## config.mk

```make
export PLATFORM = sky130hd
export DESIGN_NAME = array_c_writeback_generator
export DESIGN_NICKNAME = d
export VERILOG_FILES = /design/src/rtl/array_c_writeback_generator_pkg.sv /design/src/rtl/array_c_writeback_generator_c_tile_counter.sv /design/src/rtl/array_c_writeback_generator.sv
export SDC_FILE = /design/constraint.sdc
export NUM_CORES = 1
export LEC_CHECK = 0
export ABC_AREA = 1
export CORE_MARGIN = 4
export CORE_UTILIZATION = 40
export CTS_BUF_LIST = sky130_fd_sc_hd__clkbuf_8
export CTS_CLUSTER_DIAMETER = 60
export DETAILED_ROUTE_END_ITERATION = 12
export GPL_TIMING_DRIVEN = 0
export PLACE_DENSITY = 0.64
export REMOVE_ABC_BUFFERS = 1
export SYNTH_ARGS = -nofsm -noshare
export SYNTH_HDL_FRONTEND = slang
export SYNTH_SLANG_ARGS = --single-unit
```

## constraint.sdc

```tcl
create_clock -name clk -period 2.8 [get_ports clk]
set_input_delay 0.28 -clock clk [delete_from_list [all_inputs] [get_ports clk]]
set_output_delay 0.28 -clock clk [all_outputs]
set_load 0.03 [all_outputs]
```

## src/rtl/array_c_writeback_generator_pkg.sv

```systemverilog
// ============================================================================
// Module   : matrix_mult_pkg
// Brief    : Shared types and constants for the matrix-multiply datapath.
// Revision : 1.0 - initial release
// ============================================================================
`default_nettype none

package matrix_mult_pkg;

  localparam int DIM_WIDTH = 16;

  typedef enum logic [1:0] {
    IDLE  = 2'd0,
    RUN   = 2'd1,
    FLUSH = 2'd2,
    DONE  = 2'd3
  } wb_state_t;

endpackage

`default_nettype wire

```

## src/rtl/array_c_writeback_generator_c_tile_counter.sv

```systemverilog
// ============================================================================
// Module   : c_tile_counter
// Brief    : Tile-order beat counters and C buffer address generation.
// Revision : 1.0 - initial release
// ============================================================================
`default_nettype none

module c_tile_counter
  import matrix_mult_pkg::*;
#(
  parameter int ARRAY_HEIGHT         = 4,
  parameter int BUFFER_ADDRESS_WIDTH = 10
) (
  input  logic                            clk,
  input  logic                            reset_n,
  input  logic                            load,
  input  logic                            advance,
  input  logic [DIM_WIDTH-1:0]            tc,
  input  logic [DIM_WIDTH-1:0]            tr,
  output logic                            last_beat,
  output logic [BUFFER_ADDRESS_WIDTH-1:0] addr
);

  localparam int LOG_H = $clog2(ARRAY_HEIGHT);
  localparam int RW    = (LOG_H > 0) ? LOG_H : 1;
  localparam logic [RW-1:0] R_MAX = RW'(ARRAY_HEIGHT - 1);

  logic [DIM_WIDTH-1:0]            r_tc;
  logic [DIM_WIDTH-1:0]            r_tr;
  logic [RW-1:0]                   r_row_idx;
  logic [DIM_WIDTH-1:0]            r_tile_col;
  logic [DIM_WIDTH-1:0]            r_tile_row;
  logic [BUFFER_ADDRESS_WIDTH-1:0] r_r_offset;
  logic [BUFFER_ADDRESS_WIDTH-1:0] r_tile_row_base;

  logic                            w_r_wrap;
  logic                            w_col_wrap;
  logic                            w_row_wrap;
  logic [BUFFER_ADDRESS_WIDTH-1:0] w_tc_addr;
  logic [BUFFER_ADDRESS_WIDTH-1:0] w_row_step;

  assign w_r_wrap   = (r_row_idx == R_MAX);
  assign w_col_wrap = (r_tile_col == r_tc - DIM_WIDTH'(1));
  assign w_row_wrap = (r_tile_row == r_tr - DIM_WIDTH'(1));

  // Strides are built from shifts and adds only; everything wraps at the buffer size.
  assign w_tc_addr  = BUFFER_ADDRESS_WIDTH'(r_tc);
  assign w_row_step = w_tc_addr << LOG_H;

  assign last_beat = w_r_wrap & w_col_wrap & w_row_wrap;
  assign addr      = r_tile_row_base + r_r_offset + BUFFER_ADDRESS_WIDTH'(r_tile_col);

  always_ff @(posedge clk or negedge reset_n) begin
    if (!reset_n) begin
      r_tc            <= '0;
      r_tr            <= '0;
      r_row_idx       <= '0;
      r_tile_col      <= '0;
      r_tile_row      <= '0;
      r_r_offset      <= '0;
      r_tile_row_base <= '0;
    end else if (load) begin
      r_tc            <= tc;
      r_tr            <= tr;
      r_row_idx       <= '0;
      r_tile_col      <= '0;
      r_tile_row      <= '0;
      r_r_offset      <= '0;
      r_tile_row_base <= '0;
    end else if (advance) begin
      if (w_r_wrap) begin
        r_row_idx  <= '0;
        r_r_offset <= '0;
        if (w_col_wrap) begin
          r_tile_col      <= '0;
          r_tile_row_base <= r_tile_row_base + w_row_step;
          r_tile_row      <= w_row_wrap ? '0 : r_tile_row + DIM_WIDTH'(1);
        end else begin
          r_tile_col <= r_tile_col + DIM_WIDTH'(1);
        end
      end else begin
        r_row_idx  <= r_row_idx + RW'(1);
        r_r_offset <= r_r_offset + w_tc_addr;
      end
    end
  end

endmodule

`default_nettype wire

```

## src/rtl/array_c_writeback_generator.sv

```systemverilog
// ============================================================================
// Module   : array_c_writeback_generator
// Brief    : Drains systolic array result rows into the C buffer in tile order.
//            Optional sticky protocol error flag: define C_WRITEBACK_ERR_EN.
// Revision : 1.0 - initial release
// ============================================================================
`default_nettype none

module array_c_writeback_generator
  import matrix_mult_pkg::*;
#(
  parameter int ARRAY_HEIGHT         = 4,
  parameter int ARRAY_WIDTH          = 4,
  parameter int DATA_WIDTH           = 32,
  parameter int BUFFER_ADDRESS_WIDTH = 10
) (
  input  logic                                clk,
  input  logic                                reset_n,
  input  logic                                start_i,
  input  logic [DIM_WIDTH-1:0]                m,
  input  logic [DIM_WIDTH-1:0]                p,
  input  logic                                res_valid_i,
  input  logic [ARRAY_WIDTH*DATA_WIDTH-1:0]   res_data_i,
  output logic                                res_ready_o,
  output logic                                c_we,
  output logic [BUFFER_ADDRESS_WIDTH-1:0]     c_addr,
  output logic [ARRAY_WIDTH*DATA_WIDTH-1:0]   c_data,
  input  logic                                c_wready_i,
  output logic                                busy_o,
  output logic                                done
`ifdef C_WRITEBACK_ERR_EN
  ,
  output logic                                err_o
`endif
);

  localparam int LOG_W = $clog2(ARRAY_WIDTH);
  localparam int LOG_H = $clog2(ARRAY_HEIGHT);

  wb_state_t                       r_state;
  wb_state_t                       w_state_next;
  logic [DIM_WIDTH-1:0]            w_tc;
  logic [DIM_WIDTH-1:0]            w_tr;
  logic                            w_start_acc;
  logic                            w_beat_acc;
  logic                            w_last_beat;
  logic [BUFFER_ADDRESS_WIDTH-1:0] w_addr;

  assign w_tc        = p >> LOG_W;
  assign w_tr        = m >> LOG_H;
  assign w_start_acc = (r_state == IDLE) & start_i;
  assign res_ready_o = (r_state == RUN) & (~c_we | c_wready_i);
  assign w_beat_acc  = res_valid_i & res_ready_o;
  assign busy_o      = (r_state == RUN) | (r_state == FLUSH);
  assign done        = (r_state == DONE);

  c_tile_counter #(
    .ARRAY_HEIGHT         (ARRAY_HEIGHT),
    .BUFFER_ADDRESS_WIDTH (BUFFER_ADDRESS_WIDTH)
  ) u_tile_counter (
    .clk       (clk),
    .reset_n   (reset_n),
    .load      (w_start_acc),
    .advance   (w_beat_acc),
    .tc        (w_tc),
    .tr        (w_tr),
    .last_beat (w_last_beat),
    .addr      (w_addr)
  );

  always_ff @(posedge clk or negedge reset_n) begin
    if (!reset_n) begin
      r_state <= IDLE;
    end else begin
      r_state <= w_state_next;
    end
  end

  always_comb begin
    w_state_next = r_state;
    case (r_state)
      IDLE: begin
        if (start_i) begin
          w_state_next = ((w_tc == '0) || (w_tr == '0)) ? DONE : RUN;
        end
      end
      RUN: begin
        if (w_beat_acc && w_last_beat) begin
          w_state_next = FLUSH;
        end
      end
      FLUSH: begin
        if (!c_we || c_wready_i) begin
          w_state_next = DONE;
        end
      end
      DONE: begin
        w_state_next = IDLE;
      end
      default: begin
        w_state_next = IDLE;
      end
    endcase
  end

  // A new beat may reload the register in the same cycle the held write retires.
  always_ff @(posedge clk or negedge reset_n) begin
    if (!reset_n) begin
      c_we   <= 1'b0;
      c_addr <= '0;
      c_data <= '0;
    end else if (w_beat_acc) begin
      c_we   <= 1'b1;
      c_addr <= w_addr;
      c_data <= res_data_i;
    end else if (c_we && c_wready_i) begin
      c_we   <= 1'b0;
    end
  end

`ifdef C_WRITEBACK_ERR_EN
  always_ff @(posedge clk or negedge reset_n) begin
    if (!reset_n) begin
      err_o <= 1'b0;
    end else if (w_start_acc) begin
      err_o <= 1'b0;
    end else if (res_valid_i && ((r_state == IDLE) || (r_state == DONE))) begin
      err_o <= 1'b1;
    end
  end
`endif

endmodule

`default_nettype wire

```

=== Yosys cells after proc, flatten, opt, wreduce, memory -nomap -nowiden ===
Index checks and enable logic that the tools add are counted.

* Output and inout port bits: 142
* Bits in writable memories: 0
* Input port bits: 165
* ROM bits: 0
* Bits in registers: 223
* Word-level logic and storage cells: 78
* Latch bits: 0
* Memories: 0

* Shift operators: 0
* Div/mod/pow operators: 0
* Reductions and logical operators: 15
* $add $sub $neg: 9
* Multipliers: 0
* $lt $le $gt $ge: 0
* Eq/ne operators: 9
* Bitwise logic cells: 8
* Mux-type cells: 26

{| class="wikitable"
|+ Operators with widths
! kind !! number
|-
| $mux 16 || 9
|-
| $mux 10 || 7
|-
| $add 10x10->10 || 4
|-
| $add 16x1->16 const B || 2
|-
| $eq 16x16->1 || 2
|-
| $logic_not 16->1 || 2
|-
| $sub 14x1->15 const B || 2
|-
| $mux 2 || 7
|-
| $pmux 2 s4 || 1
|-
| $reduce_bool 2->1 || 4
|-
| $eq 2x2->1 const B || 3
|-
| $reduce_and 3->1 || 2
|-
| $and 1x1->1 || 5
|-
| $ne 2x1->1 const B || 2
|-
| $add 2x1->2 const B || 1
|-
| $eq 2x1->1 const B || 1
|-
| $logic_and 1x1->1 || 2
|-
| $logic_not 2->1 || 1
|-
| $logic_or 1x1->1 || 2
|-
| $mux 1 || 2
|-
| $ne 2x2->1 const B || 1
|-
| $or 1x1->1 || 2
|-
| $reduce_and 2->1 || 1
|-
| $logic_not 1->1 || 1
|-
| $not 1->1 || 1
|}

=== Longest topological paths before layout ===
Gate-level depths: netlist of the first run.

* Word-level depth: 7
* Mapped depth: 16
* Mapped depth without buffers: 16

=== Modules after synthesis ===
A second synthesis of the first run with hierarchy kept.

* Cells, all modules: 1595
* Area total of the unflattened synthesis: 12290.5 um^2

{| class="wikitable"
|+ By module, submodules not included
! module !! times used !! seq. area each (um^2) !! cells an instance !! area each (um^2)
|-
| c_tile_counter || 1 || 2102.0 || 948 || 6686.4
|-
| array_c_writeback_generator || 1 || 3528.4 || 647 || 5604.1
|}

=== Worst setup path before layout of the first run ===
Ideal clock, no wire load.

* Path kind: reg-to-reg
* From: register u_tile_counter.r_tile_row_base[2]
* To: register c_addr[9]
* Setup slack: 0.413 ns
* Library setup time: 0.118 ns
* Data required time: 2.682 ns
* Arrival time: 2.269 ns
* Path buffers: 0
* Cell stages (with the launch flop): 15
* Clock period less this slack: 2.387 ns
* Cell sequence: dfrtp_1 -> fa_1 -> inv_1 -> fa_1 -> nand3b_1 -> nand2_1 -> nand2_1 -> nand2_1 -> a21oi_1 -> inv_1 -> a21oi_1 -> o21ai_0 -> nand2_1 -> nand3_1 -> nand2_1

* Longest elaborated chain between the ends: 2

{| class="wikitable"
|+ Ends and longest elaborated chain
! what !! line !! RTL
|-
| from (decl) || array_c_writeback_generator_c_tile_counter.sv:34 || <nowiki>logic [BUFFER_ADDRESS_WIDTH-1:0] r_tile_row_base;</nowiki>
|-
| from (signal assigned) || array_c_writeback_generator_c_tile_counter.sv:76 || <nowiki>r_tile_row_base <= r_tile_row_base + w_row_step;</nowiki>
|-
| $add 10x10->10 (2 in series) || array_c_writeback_generator_c_tile_counter.sv:51 || <nowiki>assign addr = r_tile_row_base + r_r_offset + BUFFER_ADDRESS_WIDTH'(r_tile_col);</nowiki>
|-
| to (signal assigned) || array_c_writeback_generator.sv:114 || <nowiki>c_addr <= w_addr;</nowiki>
|-
| to (decl) || array_c_writeback_generator.sv:26 || <nowiki>output logic [BUFFER_ADDRESS_WIDTH-1:0] c_addr,</nowiki>
|}

Every way passes these cells.
A chain may end at the register's enable or synchronous reset.

=== Worst setup path in the final report of the first run ===
* From: register u_tile_counter.r_tc[0]
* To: register u_tile_counter.r_tile_row[3]

* Longest elaborated chain between the ends: 4

{| class="wikitable"
|+ Ends and longest elaborated chain
! what !! line !! RTL
|-
| from (decl) || array_c_writeback_generator_c_tile_counter.sv:28 || <nowiki>logic [DIM_WIDTH-1:0] r_tc;</nowiki>
|-
| from (signal assigned) || array_c_writeback_generator_c_tile_counter.sv:63 || <nowiki>r_tc <= tc;</nowiki>
|-
| $sub 14x1->15 || array_c_writeback_generator_c_tile_counter.sv:43 || <nowiki>assign w_col_wrap = (r_tile_col == r_tc - DIM_WIDTH'(1));</nowiki>
|-
| $eq 16x16->1 || array_c_writeback_generator_c_tile_counter.sv:43 ||
|-
| $reduce_bool 2->1 (no line) || - ||
|-
| $reduce_and 3->1 (no line) || - ||
|-
| to (signal assigned) || array_c_writeback_generator_c_tile_counter.sv:77 || <nowiki>r_tile_row <= w_row_wrap ? '0 : r_tile_row + DIM_WIDTH'(1);</nowiki>
|-
| to (decl) || array_c_writeback_generator_c_tile_counter.sv:32 || <nowiki>logic [DIM_WIDTH-1:0] r_tile_row;</nowiki>
|}

Every way passes these cells.

==> results of run 1 <==
final timing paths:
| check | start | end | cells past startpoint |
|---|---|---|---|
| max | u_tile_counter.r_tc[0] | u_tile_counter.r_tile_row[3] | 13 |
| min | reset_n | c_data[75] | 2 |
| max reg2reg | u_tile_counter.r_tc[0] | u_tile_counter.r_tile_row[3] | 13 |
| min reg2reg | c_addr[9] | c_addr[9] | 2 |
| max in group asynchronous | reset_n | c_data[61] | 4 |
| min in group clk | res_data_i[122] | c_data[122] | 3 |
power groups by stage:
stage | combinational [uW] | clock, uW | sequential [uW]
after global placement | 9040 | 0 | 5570
after floorplan | 3910 | 0 | 7210
after global routing | 10000 | 3210 | 5760
after CTS | 9170 | 3070 | 5580
final | 9070 | 2970 | 5580
after detailed placement | 9120 | 0 | 5610
per-stage QoR:
step / area (um^2) / cells
2_1_floorplan: 11400 / 1404
3_3_place_gp: 14900 / 2090
3_5_place_dp: 15000 / 2096
4_1_cts: 15800 / 2161
5_1_grt: 15900 / 2164
6_report: 15900 / 2164
cell usage in the layout (no fill, tap or decap), types with 8 or more instances in the layout:
cell                              instances
sky130_fd_sc_hd__nand2_1                630
sky130_fd_sc_hd__clkbuf_8                51
sky130_fd_sc_hd__nand4_1                 25
sky130_fd_sc_hd__dfrtp_1                218
sky130_fd_sc_hd__nand3b_1                15
sky130_fd_sc_hd__o21ai_1                 12
sky130_fd_sc_hd__xnor2_1                 19
sky130_fd_sc_hd__clkdlybuf4s50_1        301
sky130_fd_sc_hd__xor2_1                  38
sky130_fd_sc_hd__nor3_1                  14
sky130_fd_sc_hd__ha_1                    36
sky130_fd_sc_hd__nor4_1                   8
sky130_fd_sc_hd__nand3_2                 13
sky130_fd_sc_hd__inv_1                  100
sky130_fd_sc_hd__nand3_1                 61
sky130_fd_sc_hd__fa_1                    10
sky130_fd_sc_hd__o21ai_0                 45
sky130_fd_sc_hd__a21oi_1                 30
sky130_fd_sc_hd__nor2_1                  85
final cells by class:
cell class / count / area, um^2 / area share [%]
clock buffers: 51 / 702 / 4.42
clock inverters: 13 / 56.3 / 0.355
well taps: 384 / 480 / 3.03
repair buffers: 309 / 3200 / 20.1
flip-flops and latches: 221 / 5530 / 34.9
multi-input cells: 1090 / 5520 / 34.8
diodes: 2 / 5.00 / 0.0315
inverters: 94 / 373 / 2.35
cell families (layout without fill, tap and decap cells):
family,after synthesis,count (layout)
AO/OA/AOI/OAI,106,106
XOR/XNOR,57,57
adder cells (fa/ha/maj),46,46
buffers and inverters,148,467
flip-flops,221,221
other,0,2
AND/OR/NAND/NOR,880,881
cell usage after synthesis, drive strengths merged:
library cell | n | area [um^2]
clkinv | 3 | 23.8
nand4 | 25 | 156
nand2 | 638 | 2420
o21ai | 57 | 285
nor3 | 14 | 70.1
a21oi | 31 | 159
a21o | 1 | 7.51
nand3 | 74 | 435
o22ai | 4 | 25.0
o31ai | 4 | 50.1
o211ai | 2 | 15.0
o2111ai | 1 | 8.76
or2 | 6 | 37.5
o21bai | 1 | 7.51
fa | 10 | 200
ha | 36 | 450
a211oi | 1 | 7.51
dfrtp | 221 | 5530
nor2 | 95 | 399
xor2 | 38 | 333
inv | 91 | 342
and2 | 3 | 18.8
xnor2 | 19 | 166
clkbuf | 33 | 128
a31oi | 1 | 6.26
buf | 21 | 149
a32o | 3 | 30.0
nor3b | 2 | 20.0
nor4 | 8 | 50.1
nand3b | 15 | 113
per-layer routing:
metal  track usage [%]  vias to the layer above  routed length (um)
li1                  -                     5236                   -
met5                 0                        -                   0
met4              7.45                        0                1140
met3              4.85                       71                2050
met1              27.2                     4873               14600
met2              35.6                      276               16300
state kept, by name, indices dropped and copies added, names as in the netlist:
register                        flops
c_data                            128
u_tile_counter.r_tile_col          16
u_tile_counter.r_tile_row          16
u_tile_counter.r_tc                14
u_tile_counter.r_tr                14
c_addr                             10
u_tile_counter.r_r_offset          10
u_tile_counter.r_tile_row_base      8
r_state                             2
u_tile_counter.r_row_idx            2
c_we                                1
timing repair:
action	CTS	global route
hold endpoints to repair	59	0
gates cloned	0	1
setup endpoints to repair	52	19
resized for setup	5	7
hold buffers	1	0
pin swaps	0	1
==> metrics.log, run 1 <==
INFO  metric post-route-util = 55.3%
INFO  metric final_setup_violation_count = 0
INFO  metric tightestPinTransition = 871 ps
INFO  metric synth_seq_cells = 221
INFO  metric detail_route.iter0.violations = 582
INFO  metric status = finished, final reports clean
INFO  metric place.gp.congestion = 0.895
INFO  metric power.share.sequential = 31.6%
INFO  metric cts_inserted_buffers = 41
INFO  metric synthesis_to_layout_area_growth = 36.2%
INFO  metric placement.io_buffers = 302
INFO  metric finalWorstPathRequiredPeriod = 2610 ps
INFO  metric globalRouteTotalUtil = 21.3%
INFO  metric detailedPlacementHpwl = 24900 um
INFO  metric die_width = 179 um
INFO  metric drtPass1Iterations = 5
INFO  metric drt_drc_violations_left = 0
INFO  metric cts_tree = yes
INFO  metric num_rows = 62
INFO  metric grt_pass1_wl = 54400 um
INFO  metric floorplan.die_area = 31900 um^2
INFO  metric yosys-mux-area-fraction = 0%
INFO  metric grt_start_max_net_pins = 103
INFO  metric internal_power = 9660 uW
INFO  metric critical_path_peak_fanout = 21
INFO  metric worstSkewPairLatency = 540 ps
INFO  metric htree_levels = 2
INFO  metric final_antenna_net_count = 0
INFO  metric worst_path_max_delay_cell = sky130_fd_sc_hd__dfrtp_1
INFO  metric worst_ir_drop_vdd = 0.713 mV
INFO  metric post_drt_via_cell_ratio = 4.83
INFO  metric cts.root.buffer_cell = sky130_fd_sc_hd__clkbuf_8
INFO  metric worst-endpoint-required = 3210 ps
INFO  metric filler_cell_count = 2677
INFO  metric drive_gt1_share = 6.24%
INFO  metric period_share = 93.1%
INFO  metric power.density = 1110 nW/um^2
INFO  metric largest_family_of_logic_cells_by_synthesized_area = simple AND/OR/NAND/NOR gates
INFO  metric post_synth_instance_area = 11600 um^2
INFO  metric vias_in_the_first_global_route = 10300
INFO  metric clk_pin_slew_worst_paths = 60 ps
INFO  metric initial_core_util = 40.6%
INFO  metric timing.critical_path.to_type = flip-flop
INFO  metric synthXorXnorAreaFrac = 4.29%
INFO  metric cp_slowest_stage_delay = 490 ps
INFO  metric grt_overflow = 0
INFO  metric critical_path.n_buffers_inverters = 1
INFO  metric min_path_type = primary input to asynchronous set/reset pin
INFO  metric power.net_switching = 7960 uW
INFO  metric critPathKind = flip-flop to flip-flop
INFO  metric crit_family = simple AND/OR/NAND/NOR gates
INFO  metric drt_wl_total = 34100 um
INFO  metric synth_compound_gate_area_share = 5.17%
INFO  metric finalNetCount = 1968
INFO  metric post_cts_setup_buffer_count = 0
INFO  metric clkPwrFrac = 16.9%
INFO  metric drv_cap = 0
INFO  metric clkSinkCount = 221
INFO  metric timing.setup.tns = 0 ps
INFO  metric finalPower = 17600 uW
INFO  metric relSlewSlack = 41.7%
INFO  metric ordered_list_of_cells_on_the_worst_path = inv_1 -> ha_1 -> nand2_2 -> nor2_4 -> nor2_1 -> nor2_2 -> nand2_1 -> nor2_1 -> nand3_2 -> nor2_4 -> nand2_8 -> nand2_4 -> o21ai_1
INFO  metric synth_cell_types = 45
INFO  metric final.hold.worst_slack = 255 ps
INFO  metric leakagePower = 0.00775 uW
INFO  metric power.share.combinational = 51.5%
INFO  metric core-area = 28700 um^2
INFO  metric swShare = 45.2%
INFO  metric synth_warnings = 0
INFO  metric preCtsSetupSlack = -1120 ps
INFO  metric report.final.slew_viol_count = 0
INFO  metric worst-endpoint-arrival = 3020 ps
INFO  metric clock_tree.buffer_depth = 3
INFO  metric worstSetupStartpointType = flip-flop
INFO  metric postSynthCellCount = 1458
INFO  metric antenna_found_initial = 2
INFO  metric rsz0062_at_grt = no
INFO  metric dieHeight = 179 um
INFO  metric io_pins = 307
INFO  metric fmaxAchievable = 383 MHz
INFO  metric via_count = 10500
INFO  metric synth-adder-area-share = 5.59%
INFO  metric ys_seq_area_share = 47.5%
INFO  metric final.setup.worst_slack = 192 ps
INFO  metric fin_worst_skew = 16.0 ps
INFO  metric post_synth.cell_area_avg = 7.99 um^2
INFO  metric detail_route.wl_per_cell = 15.8 um
INFO  metric final_number_of_hold_violating_endpoints = 0
INFO  metric reg2reg_slack = 190 ps
INFO  metric yosys.area_share.simple = 31.9%
Note: power is estimated with default switching activity, not from simulation.
==> inputs of run 2 (changes only) <==
- CORE_MARGIN: 4 -> unset
==> metrics.log, run 2 (synthesis gave the netlist of run 1 again) <==
INFO  metric num_rows = 62
INFO  metric drive_gt1_share = 6.80%
INFO  metric power.net_switching = 7970 uW
INFO  metric grt_overflow = 0
INFO  metric via_count = 10400
INFO  metric drt_wl_total = 33200 um
INFO  metric cp_slowest_stage_delay = 490 ps
INFO  metric reg2reg_depth = 13
INFO  metric final_number_of_hold_violating_endpoints = 0
INFO  metric multi_input_comb_area = 5530 um^2
INFO  metric synthesis_to_layout_area_growth = 37.1%
INFO  metric drtPass1Iterations = 9
INFO  metric grt_start_max_net_pins = 104
INFO  metric clkSinkCount = 221
INFO  metric globalRouteTotalUtil = 22.2%
INFO  metric power.share.combinational = 51.2%
INFO  metric worstSetupStartpointType = flip-flop
INFO  metric place.gp.congestion = 0.894
INFO  metric initial_core_util = 40.6%
INFO  metric antenna_found_initial = 2
INFO  metric min_path_type = primary input to asynchronous set/reset pin
INFO  metric finalPower = 17700 uW
INFO  metric power.density = 1110 nW/um^2
INFO  metric layout.cells.most_common_list = sky130_fd_sc_hd__nand2_1 (630), sky130_fd_sc_hd__clkdlybuf4s50_1 (301), sky130_fd_sc_hd__dfrtp_1 (220), sky130_fd_sc_hd__inv_1 (104), sky130_fd_sc_hd__nor2_1 (84)
INFO  metric detail_route.iter0.violations = 635
INFO  metric largest_register_ff_count = 128
INFO  metric fin_worst_skew = 12.8 ps
INFO  metric relSlewSlack = 53.8%
INFO  metric core-area = 28700 um^2
INFO  metric post_drt_via_cell_ratio = 4.78
INFO  metric cts.root.buffer_cell = sky130_fd_sc_hd__clkbuf_8
INFO  metric registers.top_by_ff_count = c_data
INFO  metric power.share.sequential = 31.5%
INFO  metric worst-endpoint-arrival = 3020 ps
INFO  metric worst_ir_drop_vdd = 0.612 mV
INFO  metric dieHeight = 173 um
INFO  metric drv_cap = 0
INFO  metric crit_family = simple AND/OR/NAND/NOR gates
INFO  metric swShare = 45.0%
INFO  metric final_setup_violation_count = 0
INFO  metric io_pins = 307
INFO  metric tightestPinTransition = 692 ps
INFO  metric filler_cell_count = 2664
INFO  metric cts_tree = yes
INFO  metric floorplan.die_area = 29800 um^2
INFO  metric layout.cells.most_common = sky130_fd_sc_hd__nand2_1
INFO  metric drt_drc_violations_left = 0
INFO  metric post-route-util = 55.6%
INFO  metric cp_num_cells = 13
INFO  metric worstSkewPairLatency = 540 ps
INFO  metric clkPwrFrac = 17.3%
INFO  metric ordered_list_of_cells_on_the_worst_path = inv_1 -> ha_1 -> nand2_2 -> nor2_4 -> nor2_1 -> nor2_2 -> nand2_1 -> nor2_1 -> nand3_2 -> nor2_4 -> nand2_8 -> nand2_4 -> o21ai_1
INFO  metric die_width = 173 um
INFO  metric critical_path_peak_fanout = 13
INFO  metric finalWorstPathRequiredPeriod = 2600 ps
INFO  metric fmaxAchievable = 385 MHz
INFO  metric detail_route.wl_per_cell = 15.2 um
INFO  metric period_share = 92.8%
INFO  metric htree_levels = 2
INFO  metric critical_path.n_buffers_inverters = 1
INFO  metric clk_pin_slew_worst_paths = 60 ps
INFO  metric vias_in_the_first_global_route = 10200
INFO  metric leakagePower = 0.00784 uW
INFO  metric biggestRegsByFlops = c_data: 128 flops, u_tile_counter.r_tile_col: 16 flops, u_tile_counter.r_tile_row: 16 flops
INFO  metric worst-endpoint-required = 3220 ps
INFO  metric clock_tree.buffer_depth = 3
INFO  metric internal_power = 9750 uW
INFO  metric detailedPlacementHpwl = 23800 um
INFO  metric report.final.slew_viol_count = 0
INFO  metric placement.io_buffers = 302
INFO  metric worst_path_max_delay_cell = sky130_fd_sc_hd__dfrtp_1
INFO  metric grt_pass1_wl = 53600 um
INFO  metric critPathKind = flip-flop to flip-flop
INFO  metric status = finished, final reports clean
INFO  metric finalNetCount = 1973
INFO  metric timing.critical_path.to_type = flip-flop
INFO  metric cts_inserted_buffers = 41
INFO  metric final_antenna_net_count = 0
INFO  metric regArea = 5530 um^2
run 2: cell types whose count changed in the layout (fill, tap and decap cells not counted), moves of 2 or more:
cell,delta
sky130_fd_sc_hd__clkinv_2,+5
sky130_fd_sc_hd__buf_4,+4
sky130_fd_sc_hd__inv_1,+4
sky130_fd_sc_hd__dfrtp_1,+2
sky130_fd_sc_hd__dfrtp_2,-2
run 2: metal layers:
metal | up-vias | GRT usage (%) | routed length, um
met1 | 4888 | 29.0 | 14400
met2 | 254 | 37.3 | 16300
met3 | 46 | 4.05 | 1750
met4 | 0 | 6.47 | 657
li1 | 5234 | - | -
met5 | - | 0 | 0
run 2: power groups by stage:
| stage | Combinational (uW) | Clock, uW | Sequential [uW] |
|---|---|---|---|
| after floorplan | 3910 | 0 | 7210 |
| after global placement | 9000 | 0 | 5580 |
| after detailed placement | 9060 | 0 | 5610 |
| after CTS | 9120 | 3180 | 5580 |
| after global routing | 9970 | 3310 | 5750 |
| final | 9070 | 3070 | 5580 |
run 2: timing repair:
action | in CTS | in global routing
gates resized for setup | 6 | 5
setup buffers | 0 | 4
endpoints found under the setup margin | 54 | 23
pin swaps | 0 | 3
cloned | 0 | 2
hold buffers | 1 | 0
endpoints found under the hold margin | 43 | 0
run 2: final cells by class:
cell class | instances | share of cell area, %
Multi-Input combinational cell | 1091 | 34.7
Sequential cell | 221 | 34.6
Timing Repair Buffer | 313 | 20.2
Clock buffer | 52 | 4.48
Tap cell | 384 | 3.01
Inverter | 94 | 2.33
Clock inverter | 22 | 0.643
Antenna cell | 2 | 0.0313
run 2: through the flow:
stage | setup WS, ps | setup TNS, ps | hold WS [ps] | cells | area, um^2
2_1_floorplan | -2680 | -462180 | -15.6 | 1404 | 11400
3_3_place_gp | -8430 | -3050790 | 461 | 2090 | 14900
3_5_place_dp | -1130 | -22000 | 201 | 2096 | 15000
4_1_cts | 13.5 | 0 | 210 | 2171 | 15900
5_1_grt | -24.2 | -24.2 | 238 | 2179 | 16000
6_report | 201 | 0 | 224 | 2179 | 16000
run 2: worst reg2reg max path: cells and delay by family (launching register included):
family	cells	cell delay [ps]
AO/OA/AOI/OAI	1	100
adder cells (fa/ha/maj)	1	250
buffers and inverters	1	160
flip-flops	1	490
AND/OR/NAND/NOR	10	1490
run 2: final timing paths:
path	from	endpoint	slack, ps
min	reset_n	u_tile_counter.r_tile_col[10]	220
max in group asynchronous	reset_n	c_data[99]	1720
max	u_tile_counter.r_tc[0]	u_tile_counter.r_tile_row[8]	200
min in group clk	res_data_i[16]	c_data[16]	270
min reg2reg	c_addr[9]	c_addr[9]	470
max reg2reg	u_tile_counter.r_tc[0]	u_tile_counter.r_tile_row[8]	200
==> inputs of run 3 (changes only) <==
- SLEW_MARGIN: unset -> 20
==> metrics.log, run 3 (synthesis gave the netlist of run 1 again) <==
INFO  metric timing.critical_path.to_type = flip-flop
INFO  metric fmaxAchievable = 384 MHz
INFO  metric critPathKind = flip-flop to flip-flop
INFO  metric final_number_of_hold_violating_endpoints = 0
INFO  metric cts_inserted_buffers = 41
INFO  metric drt_drc_violations_left = 0
INFO  metric final_antenna_net_count = 0
INFO  metric initial_core_util = 40.6%
INFO  metric crit_path_from = u_tile_counter.r_tc[1]
INFO  metric grt_overflow = 0
INFO  metric drtPass1Iterations = 11
INFO  metric finalWorstPathRequiredPeriod = 2600 ps
INFO  metric registers.top_by_ff_count = c_data
INFO  metric floorplan.die_area = 29800 um^2
INFO  metric num_rows = 62
INFO  metric drt_wl_total = 33500 um
INFO  metric layout.cells.most_common = sky130_fd_sc_hd__nand2_1
INFO  metric endpoint = u_tile_counter.r_tile_row[8]
INFO  metric via_count = 10500
INFO  metric detailedPlacementHpwl = 23800 um
INFO  metric synthesis_to_layout_area_growth = 36.9%
INFO  metric clkSinkCount = 221
INFO  metric worst-endpoint-arrival = 3030 ps
INFO  metric timing.rr.start = u_tile_counter.r_tc[1]
INFO  metric die_width = 173 um
INFO  metric htree_levels = 2
INFO  metric dieHeight = 173 um
INFO  metric drv_cap = 0
INFO  metric regArea = 5530 um^2
INFO  metric worst-endpoint-required = 3230 ps
INFO  metric worst_r2r_endpoint = u_tile_counter.r_tile_row[8]
INFO  metric vias_in_the_first_global_route = 10100
INFO  metric finalNetCount = 1973
INFO  metric final.hold.worst_slack = 246 ps
INFO  metric post_drt_via_cell_ratio = 4.82
INFO  metric fin_worst_skew = 21.8 ps
INFO  metric largest_register_ff_count = 128
INFO  metric grt_start_max_net_pins = 91
INFO  metric detail_route.wl_per_cell = 15.4 um
INFO  metric grt_pass1_wl = 53300 um
INFO  metric relSlewSlack = 53.8%
INFO  metric reg2reg_slack = 200 ps
INFO  metric reg2reg_depth = 13
INFO  metric final_cells = 2173
INFO  metric report.final.slew_viol_count = 0
INFO  metric core-area = 28700 um^2
INFO  metric detail_route.iter0.violations = 605
INFO  metric filler_cell_count = 2662
INFO  metric worstSetupStartpointType = flip-flop
INFO  metric status = finished, final reports clean
INFO  metric io_pins = 307
INFO  metric final_setup_violation_count = 0
INFO  metric worst_ir_drop_vdd = 0.656 mV
INFO  metric placement.io_buffers = 302
INFO  metric design_area = 15900 um^2
INFO  metric multi_input_comb_area = 5550 um^2
INFO  metric power.density = 1110 nW/um^2
INFO  metric critical_path_peak_fanout = 13
INFO  metric layout.cells.most_common_list = sky130_fd_sc_hd__nand2_1 (630), sky130_fd_sc_hd__clkdlybuf4s50_1 (301), sky130_fd_sc_hd__dfrtp_1 (218), sky130_fd_sc_hd__inv_1 (102), sky130_fd_sc_hd__nor2_1 (84)
INFO  metric worstSkewPairLatency = 560 ps
INFO  metric rsz0062_at_grt = no
INFO  metric clk_pin_slew_worst_paths = 60 ps
INFO  metric clock_tree.buffer_depth = 3
INFO  metric biggestRegsByFlops = c_data: 128 flops, u_tile_counter.r_tile_col: 16 flops, u_tile_counter.r_tile_row: 16 flops
INFO  metric leakagePower = 0.00779 uW
INFO  metric period_share = 92.9%
INFO  metric placed_cells = 2095
INFO  metric min_path_type = primary input to asynchronous set/reset pin
INFO  metric globalRouteTotalUtil = 22.2%
INFO  metric tightestPinTransition = 693 ps
INFO  metric antenna_found_initial = 2
INFO  metric cts_tree = yes
INFO  metric placed_standard_cell_area = 15000 um^2
INFO  metric cts.root.buffer_cell = sky130_fd_sc_hd__clkbuf_8
INFO  metric timing.setup.tns = 0 ps
INFO  metric place.gp.congestion = 0.894
INFO  metric drive_gt1_share = 6.72%
[run 3: changes by cell type in the layout (fill, tap and decap cells not counted), moves of 2 or more]
cell	previous run	this run
sky130_fd_sc_hd__clkbuf_8	52	49
sky130_fd_sc_hd__clkinv_2	7	4
sky130_fd_sc_hd__dfrtp_1	220	218
sky130_fd_sc_hd__dfrtp_2	1	3
sky130_fd_sc_hd__inv_1	104	102
sky130_fd_sc_hd__inv_4	2	0
sky130_fd_sc_hd__nand2_8	2	4
[run 3: per-stage QoR]
stage                     utilization [%]  total power [uW]  worst slack, ps
after global routing                 55.6             19000             10.7
after CTS                            55.3             17900             50.7
after floorplan                         -             11100            -2680
final                                55.6             17700              198
after global placement               51.8             14600            -8430
after detailed placement             52.4             14700             -599
[run 3: timing repair]
action	4_1_cts	5_1_grt
pin swaps	0	2
buffers inserted	0	5
hold buffers	1	0
endpoints found under the hold margin	56	0
cloned	0	2
resized for setup	6	7
setup endpoints to repair	24	27
[run 3: final cells by class]
cell class                 count  share of cell area (%)
timing repair buffer         313                    20.1
clock buffer                  49                    4.23
inverter                      94                    2.38
multi-input combinational   1091                    34.8
clock inverter                19                   0.722
sequential                   221                    34.7
antenna                        2                  0.0314
tap                          384                    3.01
[run 3: worst max-delay path: stages (launching register included)]
cell and delay [ps]:
sky130_fd_sc_hd__dfrtp_1 470, sky130_fd_sc_hd__inv_1 170, sky130_fd_sc_hd__ha_1 240, sky130_fd_sc_hd__nand2_2 140, sky130_fd_sc_hd__nor2_4 170, sky130_fd_sc_hd__nor2_1 60, sky130_fd_sc_hd__nor2_2 150, sky130_fd_sc_hd__nand2_1 60
sky130_fd_sc_hd__nor2_1 140, sky130_fd_sc_hd__nand3_2 100, sky130_fd_sc_hd__nor2_4 210, sky130_fd_sc_hd__nand2_8 160, sky130_fd_sc_hd__nand2_4 260, sky130_fd_sc_hd__o21ai_1 100
[run 3: where the power goes]
part           switching, uW  internal [uW]  total (uW)
sequential              1100           4500        5600
clock                   1380           1670        3060
combinational           5520           3550        9080
[run 3: routing by layer]
layer / up-vias / global-route usage, % / share of wire, %
li1: 5232 / - / -
met1: 4912 / 28.3 / 43
met2: 286 / 37.3 / 48
met3: 52 / 5.04 / 5.7
met4: 0 / 7.14 / 2.4
met5: - / 0 / 0
[run 3: worst min-delay path by stage]
stage	start	endpoint	slack, ps	depth (start not counted)
2_1_floorplan	reset_n	c_addr[0]	-20	0
3_3_place_gp	c_data[57]	c_data[57]	460	2
3_5_place_dp	reset_n	u_tile_counter.r_tile_col[10]	250	1
4_1_cts	res_data_i[26]	c_data[26]	230	3
5_1_grt	res_data_i[61]	c_data[61]	250	3
6_report	reset_n	u_tile_counter.r_tile_col[10]	250	2
